[src/rtl/ask_rx_pkg.sv]
// Shared state encoding, default geometry and parity helper for the ASK receive word assembler.
package ask_rx_pkg;

  localparam int WORD_W_DEF  = 12;
  localparam int GAP_CYC_DEF = 1;

  typedef enum logic [1:0] {
    IDLE,
    SHIFT,
    GAP
  } asm_state_t;

  function automatic logic odd_parity(input logic [31:0] v);
    return ^v;
  endfunction

endpackage

[src/rtl/word_assembler_if.sv]
// Serial bit input and assembled-word valid/ready output bundle.
interface word_assembler_if
  import ask_rx_pkg::*;
#(
  parameter int WORD_W = WORD_W_DEF
) ();

  logic              inbit;
  logic              bit_valid;
  logic [WORD_W-1:0] word_out;
  logic              word_valid;
  logic              word_ready;
  logic              overrun;
  logic              parity_err;

  modport master (
    input  inbit, bit_valid, word_ready,
    output word_out, word_valid, overrun, parity_err
  );

  modport slave (
    output inbit, bit_valid, word_ready,
    input  word_out, word_valid, overrun, parity_err
  );

endinterface

[src/rtl/word_hold_reg.sv]
// One-entry output holding register; loads on the edge ending a load cycle, so dat/vld follow one cycle later.
// Backpressure: a load while full and not drained is dropped, and overrun is raised combinationally in that cycle.
module word_hold_reg
  import ask_rx_pkg::*;
#(
  parameter int W = WORD_W_DEF
) (
  input  logic         clk,
  input  logic         rst,
  input  logic         load,
  input  logic [W-1:0] load_dat,
  input  logic         ready,
  output logic [W-1:0] dat,
  output logic         vld,
  output logic         overrun
);

  assign overrun = load & vld & ~ready;

  always_ff @(posedge clk or posedge rst) begin
    if (rst) begin
      dat <= '0;
      vld <= 1'b0;
    end else if (load && (!vld || ready)) begin
      dat <= load_dat;
      vld <= 1'b1;
    end else if (vld && ready) begin
      vld <= 1'b0;
    end
  end

endmodule

[src/rtl/word_assembler.sv]
// Start-bit framed serial-to-parallel assembler; word_valid rises GAP_CYC+1 cycles after the last bit is sampled.
// Backpressure: a completed word finding the output held is dropped with an overrun pulse; WORD_PARITY_EN adds even-parity checking.
module word_assembler
  import ask_rx_pkg::*;
#(
  parameter int WORD_W  = WORD_W_DEF,
  parameter int GAP_CYC = GAP_CYC_DEF
) (
  input logic              clk,
  input logic              rst,
  word_assembler_if.master bus
);

  localparam int               IDX_W    = $clog2(WORD_W);
  localparam logic [IDX_W-1:0] IDX_TOP  = IDX_W'(WORD_W - 2);
  localparam logic [3:0]       GAP_LAST = 4'((GAP_CYC > 0) ? GAP_CYC - 1 : 0);

  asm_state_t        state, state_nxt;
  logic [IDX_W-1:0]  idx, idx_nxt;
  logic [WORD_W-1:0] shreg, shreg_nxt;
  logic [3:0]        gap_cnt, gap_cnt_nxt;
  logic              complete;
  logic [WORD_W-1:0] cmp_word;

  always_ff @(posedge clk or posedge rst) begin
    if (rst) begin
      state   <= IDLE;
      idx     <= '0;
      shreg   <= '0;
      gap_cnt <= '0;
    end else begin
      state   <= state_nxt;
      idx     <= idx_nxt;
      shreg   <= shreg_nxt;
      gap_cnt <= gap_cnt_nxt;
    end
  end

  always_comb begin
    state_nxt   = state;
    idx_nxt     = idx;
    shreg_nxt   = shreg;
    gap_cnt_nxt = gap_cnt;
    complete    = 1'b0;
    cmp_word    = shreg;
    unique case (state)
      IDLE: begin
        if (bus.bit_valid && bus.inbit) begin
          shreg_nxt = {1'b1, {(WORD_W-1){1'b0}}};
          idx_nxt   = IDX_TOP;
          state_nxt = SHIFT;
        end
      end
      SHIFT: begin
        if (bus.bit_valid) begin
          shreg_nxt[idx] = bus.inbit;
          // Index parks at 0 once the frame is full instead of wrapping.
          if (idx == '0) begin
            if (GAP_CYC > 0) begin
              state_nxt   = GAP;
              gap_cnt_nxt = '0;
            end else begin
              state_nxt = IDLE;
              complete  = 1'b1;
              cmp_word  = shreg_nxt;
            end
          end else begin
            idx_nxt = idx - IDX_W'(1);
          end
        end
      end
      GAP: begin
        if (gap_cnt == GAP_LAST) begin
          state_nxt = IDLE;
          complete  = 1'b1;
        end else begin
          gap_cnt_nxt = gap_cnt + 4'd1;
        end
      end
      default: state_nxt = IDLE;
    endcase
  end

`ifdef WORD_PARITY_EN
  // Parity flag travels with the word so it always describes word_out.
  logic [WORD_W:0] hold_dat;

  word_hold_reg #(.W(WORD_W + 1)) u_hold (
    .clk      (clk),
    .rst      (rst),
    .load     (complete),
    .load_dat ({odd_parity(32'(cmp_word)), cmp_word}),
    .ready    (bus.word_ready),
    .dat      (hold_dat),
    .vld      (bus.word_valid),
    .overrun  (bus.overrun)
  );

  assign bus.word_out   = hold_dat[WORD_W-1:0];
  assign bus.parity_err = hold_dat[WORD_W];
`else
  word_hold_reg #(.W(WORD_W)) u_hold (
    .clk      (clk),
    .rst      (rst),
    .load     (complete),
    .load_dat (cmp_word),
    .ready    (bus.word_ready),
    .dat      (bus.word_out),
    .vld      (bus.word_valid),
    .overrun  (bus.overrun)
  );

  assign bus.parity_err = 1'b0;
`endif

endmodule

[src/flat_wrapper.sv]
// flat-port wrapper written by rule: the top's interface ports become plain ports
module word_assembler_flat import ask_rx_pkg::*;
#(
  parameter int WORD_W  = WORD_W_DEF,
  parameter int GAP_CYC = GAP_CYC_DEF
)
  (clk, rst, bus_inbit, bus_bit_valid, bus_word_ready, bus_word_out, bus_word_valid, bus_overrun, bus_parity_err);
  word_assembler_if #(.WORD_W(WORD_W)) bus_i ();
  input logic clk;
  input logic rst;
  input wire logic [$bits(bus_i.inbit)-1:0] bus_inbit;
  input wire logic [$bits(bus_i.bit_valid)-1:0] bus_bit_valid;
  input wire logic [$bits(bus_i.word_ready)-1:0] bus_word_ready;
  output wire logic [$bits(bus_i.word_out)-1:0] bus_word_out;
  output wire logic [$bits(bus_i.word_valid)-1:0] bus_word_valid;
  output wire logic [$bits(bus_i.overrun)-1:0] bus_overrun;
  output wire logic [$bits(bus_i.parity_err)-1:0] bus_parity_err;
  assign bus_i.inbit = bus_inbit;
  assign bus_i.bit_valid = bus_bit_valid;
  assign bus_i.word_ready = bus_word_ready;
  assign bus_word_out = bus_i.word_out;
  assign bus_word_valid = bus_i.word_valid;
  assign bus_overrun = bus_i.overrun;
  assign bus_parity_err = bus_i.parity_err;
  word_assembler #(.WORD_W(WORD_W), .GAP_CYC(GAP_CYC)) u_core (.clk(clk), .rst(rst), .bus(bus_i));
endmodule
[config.mk]
export PLATFORM = sky130hd
export DESIGN_NAME = word_assembler_flat
export DESIGN_NICKNAME = d
export VERILOG_FILES = /design/src/rtl/ask_rx_pkg.sv /design/src/rtl/word_assembler_if.sv /design/src/rtl/word_hold_reg.sv /design/src/rtl/word_assembler.sv /design/src/flat_wrapper.sv
export SDC_FILE = /design/constraint.sdc
export NUM_CORES = 1
export LEC_CHECK = 0
export ABC_AREA = 1
export CAP_MARGIN = 20
export CORE_MARGIN = 3
export CORE_UTILIZATION = 25
export CTS_CLUSTER_SIZE = 24
export DETAILED_ROUTE_END_ITERATION = 6
export GPL_TIMING_DRIVEN = 0
export HOLD_SLACK_MARGIN = 0.08
export MAX_ROUTING_LAYER = met4
export PLACE_DENSITY_LB_ADDON = 0.15
export SLEW_MARGIN = 0
export SYNTH_ARGS = -nofsm -noshare
export SYNTH_HDL_FRONTEND = slang
export SYNTH_SLANG_ARGS = --single-unit
export TNS_END_PERCENT = 50
[constraint.sdc]
create_clock -name clk -period 1.75 [get_ports clk]
set_input_delay 0.35 -clock clk [delete_from_list [all_inputs] [get_ports clk]]
set_output_delay 0.35 -clock clk [all_outputs]
set_load 0.01 [all_outputs]
# ---- Word level (Yosys, flattened, before mapping)
# Cells that the tools add are included.
dict set report totals {
  register_bits 35
  in_bits 5
  out_inout_bits 15
  wordCells 60
}
dict set report classes {
  n_addsub 2
  magnitude_cmp 2
  eq_ne 8
  mux 23
  bitwise 3
  n_reduce_logical 16
}
# op count
set ops {}
lappend ops {{two-way mux 12 bit} 2}
lappend ops {{two-way mux 4 bit} 6}
lappend ops {{one-hot mux 12 bit (2 select lines)} 1}
lappend ops {{one-hot mux 4 bit (2 select lines)} 2}
lappend ops {{bitwise mux 12 bit} 1}
lappend ops {{AND reduction 4 bit} 3}
lappend ops {{logical NOT 4 bit} 2}
lappend ops {{two-way mux 2 bit} 4}
lappend ops {{inequality test 2 x 1 -> 1 bit (second input constant)} 3}
lappend ops {{inequality test 2 bit (second input constant)} 3}
lappend ops {{one-hot mux 2 bit (3 select lines)} 1}
lappend ops {{nonzero test 2 bit} 3}
lappend ops {{< comparator 4 x 5 -> 1 bit (second input constant)} 1}
lappend ops {{two-way mux 1 bit} 5}
lappend ops {{adder 4 x 1 -> 4 bit (second input constant)} 1}
lappend ops {{demux 1 bit (select 4 bit)} 1}
lappend ops {{greater-or-equal comparator 4 x 1 -> 1 bit (second input constant)} 1}
lappend ops {{logical AND 1 bit} 4}
lappend ops {{subtractor 4 x 1 -> 4 bit (second input constant)} 1}
lappend ops {{AND reduction 3 bit} 1}
lappend ops {{bitwise AND 1 bit} 2}
lappend ops {{== test 2 x 1 -> 1 bit (second input constant)} 1}
lappend ops {{== test 2 bit (second input constant)} 1}
lappend ops {{logical NOT 2 bit} 1}
lappend ops {{3 further kinds} 3}

# ---- Logic depth before layout (Yosys ltp)
# Gate-level depths: netlist of the first run.
dict set report logic_depth {
  ltp_word 7
  mapped_depth 8
}

# ---- Cells and area by module
# Synthesis of the first run repeated with hierarchy kept, for this count alone.
dict set report hier_totals {
  hier_cells 233
  area_unflattened_um2 1870.5
}
# mod instances cells_per_inst area_each_um2 seq_area_each_um2
set modules_own_cells {}
lappend modules_own_cells {word_assembler 1 174 1332.5 550.5}
lappend modules_own_cells {word_hold_reg 1 59 538.0 325.3}

# ---- Worst setup path before layout of the first run
# OpenSTA, ideal clock, no wires.
dict set report synth_timing {
  path_kind {register to output}
  from {register u_core.u_hold.vld}
  to {output bus_overrun}
  t_arrival_ns 1.029
  required_ns 1.400
  setup_slack_ns 0.371
  path_stages_with_launch 4
  n_path_buf 1
  cell_sequence {dfrtp_1 -> nand2_1 -> buf_6 -> nor3_1}
}
dict set report synth_via {
  elab_chain_cells 2
}
# element line
set synth_lines {}
lappend synth_lines {{from (decl)} word_hold_reg.sv:14} ;# output logic vld,
lappend synth_lines {{from (signal assigned)} word_hold_reg.sv:23} ;# vld <= 1'b0;
lappend synth_lines {{from (signal assigned)} word_hold_reg.sv:26} ;# vld <= 1'b1;
lappend synth_lines {{from (signal assigned)} word_hold_reg.sv:28} ;# vld <= 1'b0;
lappend synth_lines {{bitwise AND 1 bit (2 in a row)} word_hold_reg.sv:18} ;# assign overrun = load & vld & ~ready;
lappend synth_lines {{to (decl)} flat_wrapper.sv:16} ;# output wire logic [$bits(bus_i.overrun)-1:0] bus_overrun;
# Every way passes these cells.

# ---- Final worst setup path of the first run
dict set report layout_timing {
  from {input bus_word_ready}
  to {output bus_overrun}
}
dict set report layout_via {
  elab_chain_cells 2
}
# element line
set layout_lines {}
lappend layout_lines {{from (decl)} flat_wrapper.sv:13} ;# input wire logic [$bits(bus_i.word_ready)-1:0] bus_word_ready;
lappend layout_lines {{inverter 1 bit} word_hold_reg.sv:18}
lappend layout_lines {{bitwise AND 1 bit} word_hold_reg.sv:18}
# Every way passes these cells.

==> flow_results.xml, run 1 <==
<?xml version="1.0" encoding="UTF-8"?>
<metrics>
  <group name="status">
    <metric name="status" unit="">finished clean</metric>
  </group>
  <group name="critical_path">
    <metric name="cp_peak_stage_delay" unit="ns">0.41</metric>
    <metric name="ff2ff_setup_slack" unit="ns">0.26</metric>
    <metric name="end_kind" unit="">primary output</metric>
    <metric name="worstRegToRegCells" unit="">8</metric>
    <metric name="arrival_time_at_the_worst_endpoint" unit="ns">1.29</metric>
    <metric name="worst-setup-path-type" unit="">in2out</metric>
    <metric name="crit_chain" unit="">clkdlybuf4s50_1 &gt; inv_2 &gt; nand2_4 &gt; nor3_2 &gt; buf_2</metric>
    <metric name="crit_path_max_fanout" unit="">15</metric>
    <metric name="critPathLaunchType" unit="">input pin</metric>
    <metric name="critical_path.startpoint" unit="">bus_word_ready</metric>
    <metric name="critPathCapture" unit="">bus_overrun</metric>
    <metric name="rr_endpoint" unit="">u_core.gap_cnt[2]$_DFFE_PP0P_</metric>
    <metric name="cpMaxStageDelayCell" unit="">sky130_fd_sc_hd__clkdlybuf4s50_1</metric>
    <metric name="timing.rr.start" unit="">u_core.idx[0]$_DFFE_PP0P_</metric>
    <metric name="cp_data_required_time" unit="ns">1.40</metric>
  </group>
  <group name="sta">
    <metric name="timing.final.crit_share" unit="">0.937</metric>
    <metric name="final_min_period" unit="ns">1.64</metric>
    <metric name="timing.final.hold_violations" unit="">0</metric>
    <metric name="setup_viol" unit="">0</metric>
    <metric name="fin_skew" unit="ns">0.00680</metric>
    <metric name="rsz0062_at_grt" unit="">no</metric>
    <metric name="clock.fmax" unit="MHz">610</metric>
    <metric name="worst-slew-pin-transition" unit="ns">0.748</metric>
    <metric name="timing.final.max_slew_violations" unit="">0</metric>
    <metric name="slew-limit-headroom" unit="">0.501</metric>
    <metric name="worst_slack" unit="ns">0.111</metric>
  </group>
  <group name="global_route">
    <metric name="grtUsageMet1" unit="">0.132</metric>
    <metric name="grt_start_max_net_pins" unit="">36</metric>
    <metric name="global_route.peak_usage_layer" unit="">met2</metric>
    <metric name="met3_usage" unit="">0.0260</metric>
    <metric name="leftover_overflow_at_the_end_of_global_routing" unit="">0</metric>
    <metric name="globalRouteTotalUtil" unit="">0.105</metric>
    <metric name="first_global_vias" unit="">1469</metric>
    <metric name="initial_antenna_violation_count" unit="">0</metric>
    <metric name="grt.met2_usage" unit="">0.161</metric>
    <metric name="first_pass_grt_wire_length" unit="um">7090</metric>
  </group>
  <group name="min_path">
    <metric name="whs_path_depth" unit="">2</metric>
    <metric name="worst_hold_path_type" unit="">reg2reg</metric>
  </group>
  <group name="cells_and_area">
    <metric name="final_nets" unit="">283</metric>
    <metric name="share_of_final_layout_standard_cells_stronger_than_drive_strength_1" unit="">0.139</metric>
    <metric name="diodes" unit="">0</metric>
    <metric name="area.growth.synth_to_final" unit="%">23.1</metric>
  </group>
  <group name="power">
    <metric name="clock_power_share" unit="">0.188</metric>
    <metric name="pd_cells" unit="nW/um^2">1490</metric>
    <metric name="power.share.combinational" unit="">0.448</metric>
    <metric name="finalPower" unit="mW">3.46</metric>
    <metric name="power_leakage" unit="nW">1.27</metric>
    <metric name="peakVddDrop" unit="mV">0.301</metric>
    <metric name="p_seq_frac" unit="">0.364</metric>
    <metric name="p_sw_frac" unit="">0.404</metric>
    <metric name="internal-power" unit="mW">2.06</metric>
    <metric name="p_sw" unit="mW">1.40</metric>
  </group>
  <group name="synthesis">
    <metric name="distinct_cells_synth" unit="">22</metric>
    <metric name="yosys-top-cells-count" unit="">113 x sky130_fd_sc_hd__nand2_1, 35 x sky130_fd_sc_hd__dfrtp_1, 32 x sky130_fd_sc_hd__nand3_1, 19 x sky130_fd_sc_hd__inv_1, 9 x sky130_fd_sc_hd__nor2_1</metric>
    <metric name="edff_count_synth" unit="">0</metric>
    <metric name="postSynth.topFlopCell" unit="">sky130_fd_sc_hd__dfrtp_1</metric>
    <metric name="synth-async-reset-ratio" unit="">1.00</metric>
    <metric name="synth.yosys.seq_area_share" unit="">0.464</metric>
    <metric name="postSynthRegisterBits" unit="">35</metric>
    <metric name="synth.yosys.warnings" unit="">0</metric>
    <metric name="netlist_instances" unit="">246</metric>
    <metric name="mappedNetlistNets" unit="">257</metric>
    <metric name="netlist_top_cells_area" unit="">sky130_fd_sc_hd__dfrtp_1 46%, sky130_fd_sc_hd__nand2_1 22%, sky130_fd_sc_hd__nand3_1 8.5%</metric>
    <metric name="netlist_area" unit="um^2">1890</metric>
    <metric name="synthDominantAreaCellType" unit="">sky130_fd_sc_hd__dfrtp_1</metric>
    <metric name="avgSynthCellArea" unit="um^2">7.68</metric>
    <metric name="synth_most_common_cell" unit="">sky130_fd_sc_hd__nand2_1</metric>
    <metric name="netlist.area_leader.share" unit="">0.464</metric>
  </group>
  <group name="die">
    <metric name="placeableCoreArea" unit="um^2">7290</metric>
    <metric name="dieHeight" unit="um">92.9</metric>
    <metric name="ports_placed_on_the_boundary" unit="">20</metric>
    <metric name="initial_core_util" unit="">0.259</metric>
    <metric name="fp.dieArea" unit="um^2">8630</metric>
    <metric name="chipWidth" unit="um">92.9</metric>
    <metric name="floorplan.rows" unit="">31</metric>
  </group>
  <group name="placement">
    <metric name="dp.final_hpwl" unit="um">2860</metric>
    <metric name="dpl_worst_slack" unit="ns">-0.560</metric>
    <metric name="count_of_input_and_output_buffers" unit="">18</metric>
    <metric name="routabilityCongestion" unit="">0.789</metric>
  </group>
  <group name="clocking">
    <metric name="cts_max_level" unit="">2</metric>
    <metric name="clk_latency" unit="ns">0.29</metric>
    <metric name="clk_root_buffer_cell" unit="">sky130_fd_sc_hd__clkbuf_8</metric>
    <metric name="clock-sinks" unit="">35</metric>
    <metric name="clock_tree_from_tritoncts" unit="">done</metric>
    <metric name="cts_clock_pin_slew_for_the_worst_setup_and_hold_paths" unit="ns">0.07</metric>
    <metric name="cts_made_buffers" unit="">5</metric>
    <metric name="cts-root-to-sink-buffers" unit="">2</metric>
  </group>
  <group name="detailed_routing">
    <metric name="routed-via-count" unit="">1506</metric>
    <metric name="detail_route.wl_per_cell" unit="um">10.5</metric>
    <metric name="drc" unit="">0</metric>
    <metric name="detail_route.first_pass.iterations" unit="">4</metric>
    <metric name="detailedRoute.firstIterationViolations" unit="">43</metric>
    <metric name="antenna_violating_nets_post_route" unit="">0</metric>
    <metric name="vias_per_cell" unit="">4.05</metric>
    <metric name="drt-total-wl" unit="um">3920</metric>
  </group>
  <group name="flow_run">
    <metric name="number_of_max_capacitance_violations_reported" unit="">0</metric>
  </group>
</metrics>
state kept, by name, indices dropped and copies added (netlist names):
name               cells
u_core.u_hold.vld      1
u_core.u_hold.dat     12
u_core.idx             4
u_core.shreg          12
u_core.gap_cnt         4
u_core.state           2
cell families (layout without fill, tap and decap cells):
group | Yosys count | in the layout | share of synthesized area
xor+xnor | 3 | 3 | 0.0139
fa+ha+maj | 6 | 6 | 0.0398
compound gates | 1 | 1 | 0.00265
simple gates | 168 | 168 | 0.390
buf+inv | 32 | 59 | 0.0881
flops | 35 | 35 | 0.464
other cells | 1 | 1 | 0.00199
routing by layer:
| layer | up-vias | routed length, um |
|---|---|---|
| met5 | - | 0 |
| met4 | 0 | 85 |
| met3 | 5 | 145 |
| met2 | 22 | 1740 |
| met1 | 673 | 1950 |
| li1 | 806 | - |
worst max-delay path, delay by kind of cell:
| family | cells | cell delay (ns) |
|---|---|---|
| buf+inv | 3 | 0.63 |
| simple gates | 2 | 0.31 |
stage by stage:
step,hold slack (ns),util,cell area (um^2),TNS [ns],cells
finish,0.467,0.319,2320,0,372
global placement,0.453,0.301,2190,-10.46,363
detailed placement,0.457,0.301,2190,-0.560,363
global route,0.490,0.319,2320,0,372
CTS,0.476,0.315,2300,0,371
floorplan,0.442,-,1890,0,246
worst min path at each step:
stage | start | to | slack, ns
2_1_floorplan | u_core.shreg[10]$_DFFE_PP0P_ | u_core.shreg[10]$_DFFE_PP0P_ | 0.44
3_3_place_gp | u_core.u_hold.dat[0]$_DFFE_PP0P_ | u_core.u_hold.dat[0]$_DFFE_PP0P_ | 0.45
3_5_place_dp | u_core.u_hold.dat[2]$_DFFE_PP0P_ | u_core.u_hold.dat[2]$_DFFE_PP0P_ | 0.46
4_1_cts | u_core.u_hold.dat[2]$_DFFE_PP0P_ | u_core.u_hold.dat[2]$_DFFE_PP0P_ | 0.48
5_1_grt | u_core.u_hold.dat[7]$_DFFE_PP0P_ | u_core.u_hold.dat[7]$_DFFE_PP0P_ | 0.49
6_report | u_core.u_hold.dat[2]$_DFFE_PP0P_ | u_core.u_hold.dat[2]$_DFFE_PP0P_ | 0.47
final cells by class:
| cell class | instances | area, um^2 |
|---|---|---|
| Buffer | 8 | 68.8 |
| Clock buffer | 8 | 100 |
| Fill cell | 836 | 4970 |
| Inverter | 23 | 86.3 |
| Multi-Input combinational cell | 179 | 878 |
| Sequential cell | 35 | 876 |
| Tap cell | 99 | 124 |
| Timing Repair Buffer | 20 | 190 |
placed cells by master (no fill, tap or decap), types with 2 or more instances in the layout:
cell type / n
sky130_fd_sc_hd__xnor2_1: 3
sky130_fd_sc_hd__clkbuf_8: 7
sky130_fd_sc_hd__dfrtp_1: 35
sky130_fd_sc_hd__nand2_2: 2
sky130_fd_sc_hd__clkdlybuf4s50_1: 17
sky130_fd_sc_hd__inv_2: 7
sky130_fd_sc_hd__nand2_4: 3
sky130_fd_sc_hd__nor2_2: 2
sky130_fd_sc_hd__buf_4: 6
sky130_fd_sc_hd__buf_6: 3
sky130_fd_sc_hd__nand3_1: 32
sky130_fd_sc_hd__buf_2: 2
sky130_fd_sc_hd__nor3_2: 2
sky130_fd_sc_hd__ha_1: 5
sky130_fd_sc_hd__nand2_1: 112
sky130_fd_sc_hd__nand4_1: 4
sky130_fd_sc_hd__inv_1: 16
sky130_fd_sc_hd__nor2_1: 8
repair_timing:
| item | CTS | global route |
|---|---|---|
| endpoints found under the hold margin | 0 | 0 |
| resized for setup | 8 | 5 |
| pin swaps | 0 | 1 |
| hold buffers | 0 | 0 |
| setup buffers | 0 | 2 |
| endpoints found under the setup margin | 1 | 1 |
power groups by stage:
stage	combinational [mW]	clock, mW	sequential (mW)
after global routing	1.80	0.722	1.30
final	1.55	0.651	1.26
after floorplan	1.05	0	1.27
after CTS	1.50	0.693	1.27
after global placement	1.48	0	1.27
after detailed placement	1.49	0	1.28
No activity file was read; power rests on OpenSTA's default activity.
==> inputs of run 2 (changes only) <==
- CORE_ASPECT_RATIO: not set -> 2
==> flow_results.xml, run 2 (same netlist as run 1, synthesis figures left out) <==
<?xml version="1.0" encoding="UTF-8"?>
<metrics>
  <group name="status">
    <metric name="status" unit="">finished clean</metric>
  </group>
  <group name="die">
    <metric name="chipWidth" unit="um">67.5</metric>
    <metric name="fp.dieArea" unit="um^2">8690</metric>
    <metric name="ports_placed_on_the_boundary" unit="">20</metric>
    <metric name="dieHeight" unit="um">129</metric>
    <metric name="placeableCoreArea" unit="um^2">7320</metric>
    <metric name="initial_core_util" unit="">0.258</metric>
    <metric name="floorplan.rows" unit="">44</metric>
  </group>
  <group name="sta">
    <metric name="setup_total_negative_slack" unit="ns">0</metric>
    <metric name="worst_hold_slack" unit="ns">0.465</metric>
    <metric name="setup_viol" unit="">0</metric>
    <metric name="slew-limit-headroom" unit="">0.497</metric>
    <metric name="fin_skew" unit="ns">0.00329</metric>
    <metric name="timing.final.hold_violations" unit="">0</metric>
    <metric name="final_min_period" unit="ns">1.71</metric>
    <metric name="clock.fmax" unit="MHz">586</metric>
    <metric name="timing.final.max_slew_violations" unit="">0</metric>
    <metric name="timing.final.crit_share" unit="">0.975</metric>
    <metric name="worst-slew-pin-transition" unit="ns">0.754</metric>
  </group>
  <group name="clocking">
    <metric name="cts-root-to-sink-buffers" unit="">2</metric>
    <metric name="clk_root_buffer_cell" unit="">sky130_fd_sc_hd__clkbuf_16</metric>
    <metric name="clock_tree_from_tritoncts" unit="">done</metric>
    <metric name="clk_latency" unit="ns">0.28</metric>
    <metric name="cts.hold.buffers_added" unit="">0</metric>
    <metric name="cts_max_level" unit="">2</metric>
    <metric name="cts_clock_pin_slew_for_the_worst_setup_and_hold_paths" unit="ns">0.06</metric>
    <metric name="cts_made_buffers" unit="">5</metric>
    <metric name="clock-sinks" unit="">35</metric>
  </group>
  <group name="global_route">
    <metric name="first_pass_grt_wire_length" unit="um">7410</metric>
    <metric name="initial_antenna_violation_count" unit="">0</metric>
    <metric name="leftover_overflow_at_the_end_of_global_routing" unit="">0</metric>
    <metric name="globalRouteTotalUtil" unit="">0.116</metric>
    <metric name="first_global_vias" unit="">1600</metric>
    <metric name="grt_start_max_net_pins" unit="">36</metric>
  </group>
  <group name="placement">
    <metric name="count_of_input_and_output_buffers" unit="">18</metric>
    <metric name="dp.final_hpwl" unit="um">3100</metric>
    <metric name="routabilityCongestion" unit="">0.775</metric>
  </group>
  <group name="detailed_routing">
    <metric name="drt-total-wl" unit="um">4100</metric>
    <metric name="detail_route.first_pass.iterations" unit="">4</metric>
    <metric name="antenna_violating_nets_post_route" unit="">0</metric>
    <metric name="routed-via-count" unit="">1534</metric>
    <metric name="detail_route.wl_per_cell" unit="um">11.2</metric>
    <metric name="detailedRoute.firstIterationViolations" unit="">50</metric>
    <metric name="vias_per_cell" unit="">4.20</metric>
    <metric name="drc" unit="">0</metric>
  </group>
  <group name="critical_path">
    <metric name="cp_data_required_time" unit="ns">1.40</metric>
    <metric name="critical_path_buf_inv_count" unit="">1</metric>
    <metric name="cp_peak_stage_delay" unit="ns">0.42</metric>
    <metric name="cpMaxStageDelayCell" unit="">sky130_fd_sc_hd__dfrtp_1</metric>
    <metric name="crit_chain" unit="">nor2_1 &gt; nand2_4 &gt; nor3_4 &gt; buf_2</metric>
    <metric name="crit_path_max_fanout" unit="">5</metric>
    <metric name="end_kind" unit="">primary output</metric>
    <metric name="worst-setup-path-type" unit="">reg2out</metric>
    <metric name="critPathLaunchType" unit="">flip-flop</metric>
    <metric name="arrival_time_at_the_worst_endpoint" unit="ns">1.36</metric>
    <metric name="top_family_by_delay_on_critical_path" unit="">simple AND/OR/NAND/NOR gates</metric>
  </group>
  <group name="power">
    <metric name="peakVddDrop" unit="mV">0.412</metric>
    <metric name="pd_cells" unit="nW/um^2">1620</metric>
    <metric name="power_leakage" unit="nW">1.32</metric>
  </group>
  <group name="cells_and_area">
    <metric name="area.growth.synth_to_final" unit="%">26.7</metric>
    <metric name="mostFrequentLayoutCell" unit="">sky130_fd_sc_hd__nand2_1</metric>
    <metric name="diodes" unit="">0</metric>
    <metric name="final_nets" unit="">283</metric>
    <metric name="postLayoutCoreUtil" unit="">0.327</metric>
    <metric name="layout.cells.most_common_list" unit="">112 x sky130_fd_sc_hd__nand2_1, 35 x sky130_fd_sc_hd__dfrtp_1, 32 x sky130_fd_sc_hd__nand3_1, 17 x sky130_fd_sc_hd__inv_1, 17 x sky130_fd_sc_hd__clkdlybuf4s50_1</metric>
    <metric name="reg.largest.list" unit="">u_core.shreg (12), u_core.u_hold.dat (12)</metric>
    <metric name="share_of_final_layout_standard_cells_stronger_than_drive_strength_1" unit="">0.136</metric>
  </group>
  <group name="flow_run">
    <metric name="number_of_max_capacitance_violations_reported" unit="">0</metric>
  </group>
  <group name="min_path">
    <metric name="worst_hold_path_type" unit="">reg2reg</metric>
  </group>
</metrics>
==> run 2: worst paths after layout <==
| check | slack (ns) | to | start | cells past startpoint |
|---|---|---|---|---|
| worst max-delay path | 0.04 | bus_overrun | u_core.gap_cnt[2]$_DFFE_PP0P_ | 4 |
| worst min-delay path | 0.46 | u_core.u_hold.dat[2]$_DFFE_PP0P_ | u_core.u_hold.dat[2]$_DFFE_PP0P_ | 2 |
| worst max register to register | 0.26 | u_core.gap_cnt[2]$_DFFE_PP0P_ | u_core.idx[0]$_DFFE_PP0P_ | 8 |
| worst min register to register | 0.46 | u_core.u_hold.dat[2]$_DFFE_PP0P_ | u_core.u_hold.dat[2]$_DFFE_PP0P_ | 2 |
| max in group asynchronous | 0.74 | u_core.u_hold.dat[10]$_DFFE_PP0P_ | rst | 2 |
| min in group asynchronous | 0.52 | u_core.gap_cnt[3]$_DFFE_PP0P_ | rst | 2 |
==> run 2: layer usage <==
| layer | GRT usage | wire length, um | up-vias |
|---|---|---|---|
| li1 | - | - | 809 |
| met5 | - | 0 | - |
| met3 | 0.0236 | 114 | 9 |
| met2 | 0.197 | 2200 | 21 |
| met4 | 0.0706 | 149 | 0 |
| met1 | 0.120 | 1640 | 695 |
==> run 2: worst register-to-register path, delay by kind of cell, from the launching register on <==
kind          cells  cell delay, ns
fa+ha+maj         1            0.29
flops             1            0.42
simple gates      5            0.50
buf+inv           2            0.17
==> run 2: timing repair <==
item / in CTS / in global routing
setup endpoints to repair: 1 / 1
pin swaps: 0 / 0
gates resized for setup: 8 / 4
buffers inserted: 0 / 2
==> run 2: through the flow <==
step,setup slack [ns],total power [mW],instances,cell area (um^2)
finish,0.0439,3.88,365,2390
global route,-0.00966,4.23,365,2390
CTS,0.00490,3.87,363,2360
detailed placement,-0.598,2.77,356,2180
global placement,-0.600,2.77,356,2180
floorplan,0.371,2.32,246,1890
==> run 2: power breakdown <==
part	internal, mW	leakage, nW	switching [mW]	total, mW
Clock	0.708	0.0868	0.348	1.06
Combinational	0.635	0.756	0.928	1.56
Sequential	1.07	0.473	0.189	1.26
==> run 2: cell type report <==
| class | count | area [um^2] |
|---|---|---|
| fill | 790 | 4930 |
| multi-input combinational | 179 | 882 |
| sequential | 35 | 876 |
| timing repair buffer | 20 | 190 |
| clock buffer | 6 | 139 |
| tap | 92 | 115 |
| inverter | 23 | 86.3 |
| buffer | 8 | 68.8 |
| clock inverter | 2 | 35.0 |
==> inputs of run 3 (changes only) <==
- PLACE_DENSITY_LB_ADDON: 0.15 -> not set
==> flow_results.xml, run 3 (same netlist as run 1, synthesis figures left out) <==
<?xml version="1.0" encoding="UTF-8"?>
<metrics>
  <group name="die">
    <metric name="dieHeight" unit="um">129</metric>
    <metric name="fp.dieArea" unit="um^2">8690</metric>
    <metric name="initial_core_util" unit="">0.258</metric>
    <metric name="chipWidth" unit="um">67.5</metric>
    <metric name="placeableCoreArea" unit="um^2">7320</metric>
    <metric name="floorplan.rows" unit="">44</metric>
    <metric name="ports_placed_on_the_boundary" unit="">20</metric>
  </group>
  <group name="detailed_routing">
    <metric name="routed-via-count" unit="">1551</metric>
    <metric name="detail_route.wl_per_cell" unit="um">11.0</metric>
    <metric name="antenna_violating_nets_post_route" unit="">0</metric>
    <metric name="vias_per_cell" unit="">4.24</metric>
    <metric name="drt-total-wl" unit="um">4010</metric>
    <metric name="detailedRoute.firstIterationViolations" unit="">89</metric>
    <metric name="drc" unit="">0</metric>
    <metric name="detail_route.first_pass.iterations" unit="">4</metric>
  </group>
  <group name="clocking">
    <metric name="clock-sinks" unit="">35</metric>
    <metric name="clock_tree_from_tritoncts" unit="">done</metric>
    <metric name="clk_latency" unit="ns">0.28</metric>
    <metric name="cts_clock_pin_slew_for_the_worst_setup_and_hold_paths" unit="ns">0.05</metric>
    <metric name="cts-root-to-sink-buffers" unit="">2</metric>
    <metric name="cts_max_level" unit="">2</metric>
    <metric name="cts_made_buffers" unit="">5</metric>
    <metric name="clk_root_buffer_cell" unit="">sky130_fd_sc_hd__clkbuf_16</metric>
  </group>
  <group name="power">
    <metric name="peakVddDrop" unit="mV">0.388</metric>
    <metric name="power.share.combinational" unit="">0.423</metric>
    <metric name="finalPower" unit="mW">3.70</metric>
    <metric name="clock_power_share" unit="">0.236</metric>
    <metric name="p_sw_frac" unit="">0.389</metric>
    <metric name="p_sw" unit="mW">1.44</metric>
    <metric name="power_leakage" unit="nW">1.32</metric>
    <metric name="p_seq_frac" unit="">0.341</metric>
    <metric name="internal-power" unit="mW">2.26</metric>
    <metric name="pd_cells" unit="nW/um^2">1540</metric>
  </group>
  <group name="sta">
    <metric name="timing.final.max_slew_violations" unit="">0</metric>
    <metric name="worst-slew-pin-transition" unit="ns">0.600</metric>
    <metric name="timing.final.crit_share" unit="">0.956</metric>
    <metric name="setup_total_negative_slack" unit="ns">0</metric>
    <metric name="setup_viol" unit="">0</metric>
    <metric name="timing.final.hold_violations" unit="">0</metric>
    <metric name="slew-limit-headroom" unit="">0.600</metric>
    <metric name="fin_skew" unit="ns">0.00261</metric>
    <metric name="worst_slack" unit="ns">0.0764</metric>
    <metric name="worst_hold_slack" unit="ns">0.437</metric>
    <metric name="final_min_period" unit="ns">1.67</metric>
    <metric name="clock.fmax" unit="MHz">598</metric>
  </group>
  <group name="placement">
    <metric name="numPlacedInstances" unit="">357</metric>
    <metric name="dpl_worst_slack" unit="ns">-0.624</metric>
    <metric name="dpl-instance-area" unit="um^2">2210</metric>
    <metric name="count_of_input_and_output_buffers" unit="">18</metric>
    <metric name="dp.final_hpwl" unit="um">3220</metric>
    <metric name="routabilityCongestion" unit="">0.784</metric>
  </group>
  <group name="cells_and_area">
    <metric name="mostFrequentLayoutCell" unit="">sky130_fd_sc_hd__nand2_1</metric>
    <metric name="diodes" unit="">0</metric>
    <metric name="area.growth.synth_to_final" unit="%">27.0</metric>
    <metric name="layout.cells.non_filler" unit="">366</metric>
    <metric name="share_of_final_layout_standard_cells_stronger_than_drive_strength_1" unit="">0.135</metric>
    <metric name="finish.instance_area" unit="um^2">2400</metric>
    <metric name="reg.largest.list" unit="">u_core.shreg (12), u_core.u_hold.dat (12)</metric>
    <metric name="layout.cells.most_common_list" unit="">112 x sky130_fd_sc_hd__nand2_1, 35 x sky130_fd_sc_hd__dfrtp_1, 32 x sky130_fd_sc_hd__nand3_1, 18 x sky130_fd_sc_hd__inv_1, 17 x sky130_fd_sc_hd__clkdlybuf4s50_1</metric>
    <metric name="seqCellArea" unit="um^2">876</metric>
    <metric name="layout.filler_cells" unit="">765</metric>
    <metric name="multiInputGateArea" unit="um^2">882</metric>
    <metric name="final_nets" unit="">285</metric>
    <metric name="postLayoutCoreUtil" unit="">0.327</metric>
  </group>
  <group name="critical_path">
    <metric name="critPathLaunchType" unit="">flip-flop</metric>
    <metric name="crit_path_max_fanout" unit="">5</metric>
    <metric name="ff2ff_setup_slack" unit="ns">0.27</metric>
    <metric name="cp_data_required_time" unit="ns">1.40</metric>
    <metric name="arrival_time_at_the_worst_endpoint" unit="ns">1.32</metric>
    <metric name="worst-setup-path-type" unit="">reg2out</metric>
    <metric name="end_kind" unit="">primary output</metric>
  </group>
  <group name="global_route">
    <metric name="initial_antenna_violation_count" unit="">0</metric>
    <metric name="first_pass_grt_wire_length" unit="um">7000</metric>
    <metric name="grt_start_max_net_pins" unit="">25</metric>
    <metric name="globalRouteTotalUtil" unit="">0.112</metric>
    <metric name="leftover_overflow_at_the_end_of_global_routing" unit="">0</metric>
    <metric name="first_global_vias" unit="">1602</metric>
  </group>
  <group name="status">
    <metric name="status" unit="">finished clean</metric>
  </group>
  <group name="min_path">
    <metric name="worst_hold_path_type" unit="">in2async</metric>
  </group>
  <group name="flow_run">
    <metric name="number_of_max_capacitance_violations_reported" unit="">0</metric>
  </group>
</metrics>
==> run 3: cell count changes in the layout (fill, tap and decap cells not counted) <==
cell                        before  now
sky130_fd_sc_hd__buf_16          0    1
sky130_fd_sc_hd__bufinv_16       1    0
sky130_fd_sc_hd__inv_2           6    5
sky130_fd_sc_hd__buf_4           6    7
sky130_fd_sc_hd__inv_1          17   18
==> run 3: area by class of cell <==
type | instances | area share
Clock buffer | 6 | 0.0579
Inverter | 23 | 0.0360
Clock inverter | 1 | 0.00209
Tap cell | 92 | 0.0480
Buffer | 8 | 0.0287
Multi-Input combinational cell | 179 | 0.368
Timing Repair Buffer | 22 | 0.0939
Sequential cell | 35 | 0.365
==> run 3: path summary, 6_finish.rpt <==
| path | start | end | cells after the start |
|---|---|---|---|
| max in group asynchronous | rst | u_core.shreg[2]$_DFFE_PP0P_ | 3 |
| max reg2reg | u_core.idx[0]$_DFFE_PP0P_ | u_core.gap_cnt[2]$_DFFE_PP0P_ | 8 |
| min reg2reg | u_core.u_hold.dat[10]$_DFFE_PP0P_ | u_core.u_hold.dat[10]$_DFFE_PP0P_ | 2 |
| max | u_core.gap_cnt[1]$_DFFE_PP0P_ | bus_overrun | 5 |
| min | rst | u_core.gap_cnt[2]$_DFFE_PP0P_ | 2 |
| min in group clk | u_core.u_hold.dat[10]$_DFFE_PP0P_ | u_core.u_hold.dat[10]$_DFFE_PP0P_ | 2 |
==> run 3: power groups by stage <==
| stage | clock [mW] | sequential, mW | combinational [mW] |
|---|---|---|---|
| after detailed placement | 0 | 1.27 | 1.50 |
| after floorplan | 0 | 1.27 | 1.05 |
| after CTS | 0.895 | 1.26 | 1.55 |
| after global placement | 0 | 1.26 | 1.46 |
| after global routing | 0.928 | 1.29 | 1.81 |
| final | 0.873 | 1.26 | 1.56 |
==> run 3: layer usage <==
metal	track usage	up-vias	part of all wire
met2	0.207	23	0.59
li1	-	811	-
met1	0.0941	708	0.35
met5	-	-	0
met4	0.0837	0	0.037
met3	0.0166	9	0.021
==> run 3: what timing repair did <==
item,CTS,global route
pin swaps,1,1
buffers inserted,0,3
hold buffers,0,0
resized for setup,10,2
setup endpoints to repair,1,1
==> run 3: worst max-delay path: stages, from the launching register on <==
cell                      delay, ns
sky130_fd_sc_hd__dfrtp_1       0.42
sky130_fd_sc_hd__inv_1         0.11
sky130_fd_sc_hd__ha_4          0.14
sky130_fd_sc_hd__nand2_4       0.07
sky130_fd_sc_hd__nor3_4        0.16
sky130_fd_sc_hd__buf_2         0.15
